### config.mk
export PLATFORM = sky130hd
export DESIGN_NAME = window5x5_gen
export DESIGN_NICKNAME = d
export VERILOG_FILES = /design/src/rtl/window5x5_gen.sv
export SDC_FILE = /design/constraint.sdc
export NUM_CORES = 1
export LEC_CHECK = 0
export ABC_AREA = 1
export CORE_MARGIN = 2
export CORE_UTILIZATION = 25
export CTS_CLUSTER_DIAMETER = 30
export CTS_CLUSTER_SIZE = 25
export DETAILED_ROUTE_END_ITERATION = 10
export GPL_ROUTABILITY_DRIVEN = 0
export PLACE_DENSITY = 0.49
export SLEW_MARGIN = 20
export SYNTH_ARGS = -nofsm -noshare
export SYNTH_HDL_FRONTEND = slang
export SYNTH_SLANG_ARGS = --single-unit
### constraint.sdc
create_clock -name clk -period 3.7 [get_ports clk]
set_clock_uncertainty 0.05 [all_clocks]
set_input_delay 0.925 -clock clk [delete_from_list [all_inputs] [get_ports clk]]
set_output_delay 0.925 -clock clk [all_outputs]
set_load 0.03 [all_outputs]
### src/rtl/window5x5_gen.sv
// Raster-to-window front end: buffers four image rows and emits every fully populated
// 5x5 neighbourhood, one cycle after the pixel that completes it is accepted.
module window5x5_gen #(
  parameter int unsigned DATA_BITS = 8,
  parameter int unsigned IMG_W     = 28,
  parameter int unsigned IMG_H     = 28
) (
  input  logic                     clk,
  input  logic                     rst_n,
  input  logic                     valid_in,
  input  logic                     sof_in,
  input  logic [DATA_BITS-1:0]     pix_in,
  output logic                     valid_out,
  output logic [25*DATA_BITS-1:0]  win_out,
  output logic                     frame_done
);

  localparam int unsigned ColW = $clog2(IMG_W);
  localparam int unsigned RowW = $clog2(IMG_H);
  localparam logic [ColW-1:0] ColLast = ColW'(IMG_W - 1);
  localparam logic [RowW-1:0] RowLast = RowW'(IMG_H - 1);

  logic [ColW-1:0] col_q, col_d, cur_col;
  logic [RowW-1:0] row_q, row_d, cur_row;

  logic [DATA_BITS-1:0] lb0_q [IMG_W];
  logic [DATA_BITS-1:0] lb1_q [IMG_W];
  logic [DATA_BITS-1:0] lb2_q [IMG_W];
  logic [DATA_BITS-1:0] lb3_q [IMG_W];
  logic [DATA_BITS-1:0] new_col [5];

  logic [25*DATA_BITS-1:0] win_q, win_d;
  logic                    valid_q, valid_d;
  logic                    done_q, done_d;

  always_comb begin
    // A start-of-frame pixel is (0,0) no matter where the counters were.
    cur_col = sof_in ? '0 : col_q;
    cur_row = sof_in ? '0 : row_q;

    new_col[0] = lb3_q[cur_col];
    new_col[1] = lb2_q[cur_col];
    new_col[2] = lb1_q[cur_col];
    new_col[3] = lb0_q[cur_col];
    new_col[4] = pix_in;

    col_d   = col_q;
    row_d   = row_q;
    win_d   = win_q;
    valid_d = 1'b0;
    done_d  = 1'b0;

    if (valid_in) begin
      if (cur_col == ColLast) begin
        col_d = '0;
        row_d = (cur_row == RowLast) ? '0 : cur_row + RowW'(1);
      end else begin
        col_d = cur_col + ColW'(1);
        row_d = cur_row;
      end

      for (int r = 0; r < 5; r++) begin
        for (int c = 0; c < 4; c++) begin
          win_d[(r*5+c)*DATA_BITS +: DATA_BITS] = win_q[(r*5+c+1)*DATA_BITS +: DATA_BITS];
        end
        win_d[(r*5+4)*DATA_BITS +: DATA_BITS] = new_col[r];
      end

      valid_d = (cur_row >= RowW'(4)) && (cur_col >= ColW'(4));
      done_d  = valid_d && (cur_row == RowLast) && (cur_col == ColLast);
    end
  end

  always_ff @(posedge clk or negedge rst_n) begin
    if (!rst_n) begin
      col_q   <= '0;
      row_q   <= '0;
      win_q   <= '0;
      valid_q <= 1'b0;
      done_q  <= 1'b0;
    end else begin
      col_q   <= col_d;
      row_q   <= row_d;
      win_q   <= win_d;
      valid_q <= valid_d;
      done_q  <= done_d;
    end
  end

  // Line buffers hold no reset: stale rows can never complete a valid window.
  always_ff @(posedge clk) begin
    if (valid_in) begin
      lb3_q[cur_col] <= lb2_q[cur_col];
      lb2_q[cur_col] <= lb1_q[cur_col];
      lb1_q[cur_col] <= lb0_q[cur_col];
      lb0_q[cur_col] <= pix_in;
    end
  end

  assign valid_out  = valid_q;
  assign win_out    = win_q;
  assign frame_done = done_q;

endmodule
---- Yosys cells after proc, flatten, opt, wreduce, memory -nomap -nowiden ----
Memory sizes are Yosys's and may differ from the RTL's. A register that Yosys moved wholly into a read port is not among the register bits.
Index checks and enable logic that the tools add are counted.
word-level totals
  flip-flop bits (word level) ............. 212
  memory bits (writable) .................. 896
  input port bits ......................... 12
  output and inout port bits .............. 202
  word-level logic and storage cells ...... 28
  memories ................................ 4
memory list
  memory  depth  width  rd ports  clocked after Yosys merged registers in  write ports  RTL line  text
  lb0_q   28     8      1         0                                        1            26        logic [DATA_BITS-1:0] lb0_q [IMG_W];
  lb1_q   28     8      1         0                                        1            27        logic [DATA_BITS-1:0] lb1_q [IMG_W];
  lb2_q   28     8      1         0                                        1            28        logic [DATA_BITS-1:0] lb2_q [IMG_W];
  lb3_q   28     8      1         1                                        1            29        logic [DATA_BITS-1:0] lb3_q [IMG_W];
operators by class
  add/subtract/negate cells ............... 2
  $lt $le $gt $ge ......................... 2
  equality and inequality tests ........... 2
  mux-type cells .......................... 9
  reduce and logical (&&, ||, !) cells .... 4
operator list
  cell                                                                number
  two-way mux 5 bit                                                   5
  adder 5 x 1 -> 5 bit (second input constant)                        2
  == test 5 bit (second input constant)                               2
  greater-or-equal comparator 5 x 3 -> 1 bit (second input constant)  2
  two-way mux 1 bit                                                   4
  logical AND 1 bit                                                   3
  logical NOT 1 bit                                                   1

---- Depth between registers and ports, before layout ----
Gate-level depths: netlist (run 1).
  depth after elaboration ................. 6
  gate-level depth with buffers ........... 16
  gate-level depth less buffers ........... 13

---- Worst setup path before layout (run 1) ----
OpenSTA, ideal clock, no wires.
  path kind ............................... input to register
  start ................................... in sof_in
  end ..................................... mem lb0_q[27][0], enable pin
  setup time .............................. 0.425 ns
  arrival ................................. 3.551 ns
  required time ........................... 3.225 ns
  setup slack ............................. -0.327 ns
  stages .................................. 7
  buffers on the path ..................... 3
  cells stage by stage .................... buf_6 -> nor2_2 -> buf_2 -> buf_2 -> ha_1 -> nand2_1 -> nor2_1
between the ends
  word-level cells in the longest chain between the ends .. 1
RTL lines
  element            RTL line  text
  from (decl)        11        input logic sof_in,
  two-way mux 5 bit  38        cur_col = sof_in ? '0 : col_q;
  to (decl)          26
Every way passes these cells.

---- Final worst setup path (run 1) ----
  start ................................... reg win_q[115] (netlist: win_out[115]), read port of lb1_q
  end ..................................... out win_out[115]
RTL lines
  element      RTL line  text
  from (decl)  32        logic [25*DATA_BITS-1:0] win_q, win_d;
  to (decl)    14        output logic [25*DATA_BITS-1:0] win_out,
No word-level cell between the ends.

==> flow_summary.yaml, run 1 <==
global_routing:
  gr-usage-met1: 0.2072
  grt_busiest_layer: "met2"
  grt_usage: 0.1567
  grt_pass1_vias: 31400
  gr-total-overflow: 0
  grt_use_met3: 0.03446
  grt_pass1_wl_um: 214500
  grt_max_degree: 97
  use_met2: 0.2521
  antenna_found_initial: 5
power:
  p_per_area_nw_per_um2: 729.5
  ir_drop_uv: 463.8
  leakage_nw: 24.90
cells_and_area:
  layout.nets: 4603
  layout-drive-gt1-share: 0.1515
  design_area_sq_um: 61810
  fill_cells: 17680
  post-route-util: 0.3453
  fin_cells: 7148
  syn_to_final_growth_pct: 36.92
placed_design:
  dpl.cell_count: 6650
  dpl_worst_slack_ns: -0.1306
  postPlaceCellArea_sq_um: 52260
  port_buffers: 213
  dp_hpwl_um: 85110
worst_setup_path:
  crit_family: "buffers and inverters"
  crit_arrival_ns: 2.37
  critical_path.cell_chain: "clkdlybuf4s50_1"
  cp_max_fo: 3
  worstSetupEndpointType: "output port"
  critical-path-max-stage-delay_ns: 0.83
  setup.worst_path.class: "flip-flop to output port"
  cpMaxStageDelayCell: "clkdlybuf4s50_1"
  cp_num_buf_inv: 1
  cp-start-kind: "flip-flop"
  crit_required_ns: 2.72
run:
  drv_cap: 0
cts:
  htree_levels: 5
  cts_hold_buffers: 0
  cts_made_buffers: 288
  clkSinkCount: 1108
  tritoncts: "done"
  insertion_delay_ns: 0.87
  cts_setup_buffers: 0
  cts_resized: 0
  clk_pin_slew_ns: 0.05
  clk_path_buf_depth: 4
  root_buffer: "clkbuf_16"
drt:
  vias: 31670
  drc_errors: 0
  vias_per_cell: 4.431
  drt_iter0_markers: 2803
  dr.pass1.iters: 5
  ant_nets: 0
  wl_per_cell_um: 20.44
  routed_wirelength_um: 146100
synth:
  synth.area.top_cells: "edfxtp_1, dfrtp_1, nand2_1"
  yosysTopAreaCell: "edfxtp_1"
  synth_area_sq_um: 45140
  synth-edff-count: 896
  ys_seq_area_frac: 0.7135
  ys_types: 33
  synthCells: 4092
  syn_nets: 4110
  synth_top_area_share: 0.5960
  ys_seq_elements: 1108
  avgSynthCellArea_sq_um: 11.03
  ys.warnings.count: 0
  synth-async-reset-ratio: 0.1913
  synth_ff_type: "edfxtp_1"
sta:
  tns_ns: 0
  finalHoldViolations: 0
  rsz0062_at_grt: "false"
  finalSetupViolations: 0
  tightest_slew_ns: 0.7666
  setup_ws_ns: 0.3585
  clock.fmax_ghz: 0.2993
  fin_crit_sh: 0.9031
  finalMaxSlewViolations: 0
  slew-limit-headroom: 0.4890
  min_period_ns: 3.341
floorplanning:
  fp.dieH_um: 428.9
  fp.dieW_um: 428.9
  rows: 155
  ioPinCount: 214
  core-area_sq_um: 179000
  start_util: 0.2522
  dieArea_sq_um: 184000
worst_hold_path:
  worstHoldPathType: "input port to asynchronous set/reset pin"
status:
  status: "finished, final reports clean"
## path summary, 6_finish.rpt
kind                           endpoint  cells after the start  slack, ns          from
setup / recovery           win_out[115]                      1       0.36  win_out[115]
hold / removal              win_out[82]                      1       0.06         rst_n
setup reg to reg            win_out[78]                     16       1.03      col_q[0]
hold reg to reg            win_out[160]                      2       0.41  win_out[160]
max in group asynchronous  win_out[154]                      2       2.52         rst_n
min in group clk           win_out[160]                      2       0.41  win_out[160]
## sequential cells by signal, indices dropped and copies added (netlist names)
register	cells
lb0_q	224
lb1_q	224
lb2_q	224
lb3_q	224
win_out	200
col_q	5
row_q	5
frame_done	1
valid_out	1
## cell usage after synthesis, types with 4 or more instances
cell type and count:
clkbuf_1 67, ha_1 6, nor2_2 7, buf_1 9, nor2_1 298, buf_4 18
inv_1 314, or2_1 20, o21ai_1 36, a21oi_1 37, nand2_1 1361, o211ai_1 87
o21ai_0 171, buf_6 17, o22ai_1 10, or2_2 34, edfxtp_1 896, nand3_1 355
dfrtp_1 212, buf_2 112, a22oi_1 4
## logic make-up (layout without fill, tap and decap cells)
group	Yosys count	in the layout	synth area share
simple gates	2086	2086	0.1878
flops	1108	1108	0.7135
buf+inv	542	1242	0.05266
compound gates	348	348	0.04399
fa+ha+maj	6	6	0.001663
xor+xnor	2	2	0.0003881
other cells	0	1	0
## per-layer routing
metal	wire length, um	up-vias	share of wire
met5	0	-	0
met4	4040	0	0.028
met3	9062	245	0.062
met2	68900	1038	0.47
met1	64080	15620	0.44
li1	-	14770	-
## power breakdown
group	switching [W]	internal [W]	leakage, nW
clock	0.00717	0.0173	4.61
sequential	0.000457	0.0147	10.8
combinational	0.00362	0.00181	9.52
## final cells by class
type	count	area [sq um]	area share
tap	2355	2947	0.04767
clock inverter	152	1810	0.02929
inverter	319	1212	0.01962
sequential	1108	32210	0.5211
timing repair buffer	426	5079	0.08217
antenna	1	2.502	0.00004049
multi-input combinational	2442	10810	0.1750
clock buffer	345	7734	0.1251
## cells in the final DEF (no fill, tap or decap), types with 38 or more instances in the layout
master and instances:
nor2_1 270, clkdlybuf4s50_1 211, bufinv_16 38, inv_1 314
nand3_1 355, clkinv_2 43, o21ai_0 171, clkbuf_16 298
edfxtp_1 896, nand2_1 1360, dfrtp_1 212, buf_4 106
buf_12 107, o211ai_1 87
## worst reg2reg max path: cells and delay by family, from the launching register on
kind / cells / cell delay (ns)
AND/OR/NAND/NOR: 11 / 1.16
flip-flops: 1 / 0.41
buffers and inverters: 5 / 0.96
## per-stage QoR
stage | power (W) | hold slack [ns]
finish | 0.04509 | 0.05876
floorplan | 0.01797 | 0.4254
global placement | 0.02083 | 0.4028
detailed placement | 0.02086 | 0.4086
global route | 0.04666 | 0.07849
CTS | 0.04551 | 0.02800
Power figures use the tool's default switching activity.
==> inputs of run 2 (changes only) <==
Settings changed: GPL_ROUTABILITY_DRIVEN 0 to unset, PLACE_DENSITY 0.49 to unset, PLACE_DENSITY_LB_ADDON set to 0.15.
==> run 2 against run 1 <==
Compared with the run above:
- wire length up 5.4%
- power up 0.87%
- die area did not move
- critical path type unchanged
- cell area is 0.78% higher
- critical path depth is the same
- count of clock-buffer cells in the layout is 20 higher
==> flow_summary.yaml, run 2 (synthesized netlist as in run 1, its figures left out) <==
cts:
  root_buffer: "clkbuf_16"
  tritoncts: "done"
  htree_levels: 5
  clkSinkCount: 1108
  cts_made_buffers: 302
  insertion_delay_ns: 0.89
  clk_path_buf_depth: 4
  clk_pin_slew_ns: 0.04
placed_design:
  postPlaceCellArea_sq_um: 52560
  gp_congestion: 0.7601
  dp_hpwl_um: 90280
  port_buffers: 213
  dpl.cell_count: 6663
floorplanning:
  fp.dieW_um: 428.9
  dieArea_sq_um: 184000
  core-area_sq_um: 179000
  start_util: 0.2522
  ioPinCount: 214
  fp.dieH_um: 428.9
  rows: 155
sta:
  finalSetupViolations: 0
  clock.fmax_ghz: 0.3151
  rsz0062_at_grt: "false"
  slew-limit-headroom: 0.4596
  min_period_ns: 3.173
  finalMaxSlewViolations: 0
  fin_crit_sh: 0.8577
  finalHoldViolations: 0
  tightest_slew_ns: 0.8081
  whs_ns: 0.4138
cells_and_area:
  fin_cells: 7191
  layout-drive-gt1-share: 0.1547
  final_common_cell: "nand2_1"
  design_area_sq_um: 62290
  mostFrequentLayoutCells: "nand2_1, edfxtp_1, nand3_1"
  layout.nets: 4631
  fill_cells: 17840
  syn_to_final_growth_pct: 37.99
worst_setup_path:
  cpMaxStageDelayCell: "clkdlybuf4s50_1"
  crit_arrival_ns: 2.20
  critical_path.cell_chain: "clkdlybuf4s50_1"
  cp_max_fo: 3
  crit_required_ns: 2.72
  setup.worst_path.class: "flip-flop to output port"
  cp_num_buf_inv: 1
  critical-path-max-stage-delay_ns: 0.79
  cp-start-kind: "flip-flop"
  worstSetupEndpointType: "output port"
  crit_family: "buffers and inverters"
power:
  ir_drop_uv: 340.9
  leakage_nw: 25.11
  p_per_area_nw_per_um2: 730.1
drt:
  vias: 31770
  vias_per_cell: 4.417
  dr.pass1.iters: 5
  drt_iter0_markers: 2190
  routed_wirelength_um: 154000
  wl_per_cell_um: 21.42
  drc_errors: 0
  ant_nets: 0
global_routing:
  antenna_found_initial: 5
  grt_usage: 0.1662
  gr-total-overflow: 0
  grt_pass1_vias: 32220
  grt_max_degree: 89
  grt_pass1_wl_um: 226400
run:
  drv_cap: 0
worst_hold_path:
  worstHoldPathType: "flip-flop to flip-flop"
status:
  status: "finished, final reports clean"
-- run 2: cell types whose count changed in the layout (fill, tap and decap cells not counted), sizes merged --
cell	change
inv	+1
clkbuf	+20
bufinv	-8
clkinv	+17
dlygate4sd3	+1
clkinvlp	-1
buf	+13
-- run 2: layout make-up --
type                    instances  area [sq um]  share of cell area
well taps                    2355          2947             0.04730
flip-flops and latches       1108         32210              0.5171
clock buffers                 365          8097              0.1300
clock inverters               161          1625             0.02609
repair buffers                440          5374             0.08627
inverters                     319          1212             0.01946
multi-input cells            2442         10820              0.1738
diodes                          1         2.502          0.00004017
-- run 2: metal layers --
layer	global-route usage	up-vias	share of wire
met1	0.2304	15840	0.47
li1	-	14850	-
met5	0	-	0
met4	0.05045	0	0.021
met3	0.03342	229	0.048
met2	0.2613	849	0.46
-- run 2: power breakdown --
| part | internal [W] | switching [W] | total (W) | leakage [nW] |
|---|---|---|---|---|
| Combinational | 0.00184 | 0.00371 | 0.00555 | 9.63 |
| Sequential | 0.0147 | 0.000441 | 0.0152 | 10.8 |
| Clock | 0.0174 | 0.00738 | 0.0248 | 4.71 |
-- run 2: per-stage QoR --
step	TNS (ns)	power, W	util	setup WS [ns]
6_report	0	0.04548	0.3480	0.5265
2_1_floorplan	-66.33	0.01797	-	-0.2534
3_3_place_gp	-2.434	0.02101	0.2936	-0.08804
3_5_place_dp	-2.557	0.02101	0.2936	-0.09265
4_1_cts	0	0.04607	0.3480	0.4323
5_1_grt	0	0.04715	0.3480	0.4523
-- run 2: what timing repair did --
| action | 4_1_cts | 5_1_grt |
|---|---|---|
| gates resized for setup | 0 | 0 |
| endpoints found under the hold margin | 67 | 0 |
| setup buffers | 0 | 0 |
| hold buffers | 1 | 0 |
-- run 2: final timing paths --
kind	startpoint	end	slack (ns)	cells after the start
min in group asynchronous	rst_n	win_out[110]	0.59	2
min reg2reg	win_out[45]	win_out[45]	0.41	2
max in group asynchronous	rst_n	win_out[181]	2.17	3
max	win_out[155]	win_out[155]	0.53	1
max reg2reg	col_q[0]	lb1_q[26][3]	1.00	11
min	win_out[45]	win_out[45]	0.41	2
==> inputs of run 3 (changes only) <==
Settings changed: CORE_ASPECT_RATIO set to 1.5.
==> run 3 against run 2 <==
Compared with the run above:
- power decreased by 16%
- global-route usage increased by 0.19 points
- cell area fell by 4.5%
- flip-flop and latch count is the same
- combinational power is 3% higher
- largest cell class unchanged
==> flow_summary.yaml, run 3 (synthesized netlist as in run 1, its figures left out) <==
floorplanning:
  fp.dieH_um: 524.4
  rows: 191
  ioPinCount: 214
  start_util: 0.2509
  core-area_sq_um: 180000
  dieArea_sq_um: 184100
  fp.dieW_um: 351.0
placed_design:
  dpl.cell_count: 6771
  gp_congestion: 0.7506
  port_buffers: 213
  dp_hpwl_um: 94800
  postPlaceCellArea_sq_um: 53150
cells_and_area:
  fin_cells: 7114
  layout-drive-gt1-share: 0.1402
  final_common_cell: "nand2_1"
  design_area_sq_um: 59470
  syn_to_final_growth_pct: 31.74
  layout.nets: 4571
  mostFrequentLayoutCells: "nand2_1, edfxtp_1, nand3_1"
drt:
  drc_errors: 0
  dr.pass1.iters: 7
  wl_per_cell_um: 21.99
  drt_iter0_markers: 2100
  vias: 31040
  vias_per_cell: 4.364
  routed_wirelength_um: 156500
  ant_nets: 0
power:
  internal-power_w: 0.02775
  p_switching_w: 0.01043
  p_per_area_nw_per_um2: 642.0
  swShare: 0.2732
  p_comb_frac: 0.150
  power_frac_seq: 0.395
  ir_drop_uv: 388.9
  leakage_nw: 23.76
  pwr-share-clk: 0.455
run:
  drv_cap: 0
worst_setup_path:
  crit_arrival_ns: 4.02
  worstSetupEndpointType: "flip-flop"
  cp_max_fo: 23
  critical-path-max-stage-delay_ns: 0.78
  cpMaxStageDelayCell: "dfrtp_1"
  setup.worst_path.class: "flip-flop to flip-flop"
  critical_path.cell_chain: "inv_6, nor2_4, buf_12, buf_4, nand2_1, nand3_1, nand2_1, nand2_1, nand2_1, nor2_1, nand3_1, buf_12, nand2_1, nand2_1"
  cp-start-kind: "flip-flop"
  crit_path_frequent_cell: "nand2_1"
  crit_required_ns: 4.32
global_routing:
  grt_pass1_wl_um: 225300
  grt_usage: 0.1681
  antenna_found_initial: 5
  grt_max_degree: 97
  gr-total-overflow: 0
  grt_pass1_vias: 31440
sta:
  finalSetupViolations: 0
  clock.fmax_ghz: 0.2939
  finalMaxSlewViolations: 0
  tightest_slew_ns: 0.9514
  fin_crit_sh: 0.9195
  finalHoldViolations: 0
  slew-limit-headroom: 0.3637
  rsz0062_at_grt: "false"
  min_period_ns: 3.402
cts:
  clk_pin_slew_ns: 0.05
  clk_path_buf_depth: 4
  root_buffer: "clkbuf_16"
  tritoncts: "done"
  cts_made_buffers: 191
  htree_levels: 4
  clkSinkCount: 1108
  insertion_delay_ns: 0.84
worst_hold_path:
  worstHoldPathType: "flip-flop to flip-flop"
status:
  status: "finished, final reports clean"
-- run 3: metal layers --
metal,global-route usage,vias to the layer above,wire length [um]
li1,-,14650,-
met1,0.1972,15370,62820
met2,0.3070,724,81870
met3,0.02345,292,6278
met4,0.06289,6,5452
met5,0,-,29
-- run 3: worst max-delay path, delay by kind of cell (launching register included) --
family | cells | cell delay, ns
buf+inv | 4 | 1.08
simple gates | 10 | 1.32
flops | 1 | 0.78
-- run 3: timing repair --
item / in CTS / in global routing
hold buffers: 1 / 0
buffers inserted: 0 / 0
resized for setup: 0 / 0
endpoints found under the hold margin: 6 / 0
-- run 3: power by group through the flow --
| stage | Combinational, W | Clock, W | Sequential, W |
|---|---|---|---|
| 2_1_floorplan | 0.00187 | 0 | 0.0161 |
| 3_3_place_gp | 0.00584 | 0 | 0.0153 |
| 3_5_place_dp | 0.00585 | 0 | 0.0153 |
| 4_1_cts | 0.00586 | 0.0178 | 0.0151 |
| 5_1_grt | 0.00621 | 0.0183 | 0.0151 |
| 6_report | 0.00572 | 0.0174 | 0.0151 |
-- run 3: path summary, 6_finish.rpt --
kind / slack [ns] / to / start / cells past startpoint
min in group asynchronous: 0.58 / win_out[164] / rst_n / 2
max: 0.30 / win_out[153] / col_q[0] / 14
min: 0.41 / win_out[40] / win_out[40] / 2
min reg2reg: 0.41 / win_out[40] / win_out[40] / 2
max in group asynchronous: 2.13 / win_out[101] / rst_n / 3
max reg2reg: 0.30 / win_out[153] / col_q[0] / 14
-- run 3: layout make-up --
cell class / count / area (sq um)
Multi-Input combinational cell: 2442 / 10820
Clock buffer: 220 / 5012
Sequential cell: 1108 / 32210
Fill cell: 18190 / 120500
Tap cell: 2412 / 3018
Timing Repair Buffer: 491 / 5896
Inverter: 319 / 1215
Clock inverter: 121 / 1292
Antenna cell: 1 / 2.502
-- run 3: per-stage QoR --
| stage | util | setup WS, ns | total power (W) | hold slack, ns | setup TNS [ns] |
|---|---|---|---|---|---|
| 2_1_floorplan | - | -0.2534 | 0.01797 | 0.4254 | -66.33 |
| 3_3_place_gp | 0.2954 | -0.2571 | 0.02115 | 0.4027 | -13.03 |
| 3_5_place_dp | 0.2954 | -0.3077 | 0.02117 | 0.4074 | -17.71 |
| 4_1_cts | 0.3305 | 0.3063 | 0.03874 | 0.4204 | 0 |
| 5_1_grt | 0.3305 | 0.2491 | 0.03964 | 0.4308 | 0 |
| 6_report | 0.3305 | 0.2978 | 0.03818 | 0.4148 | 0 |
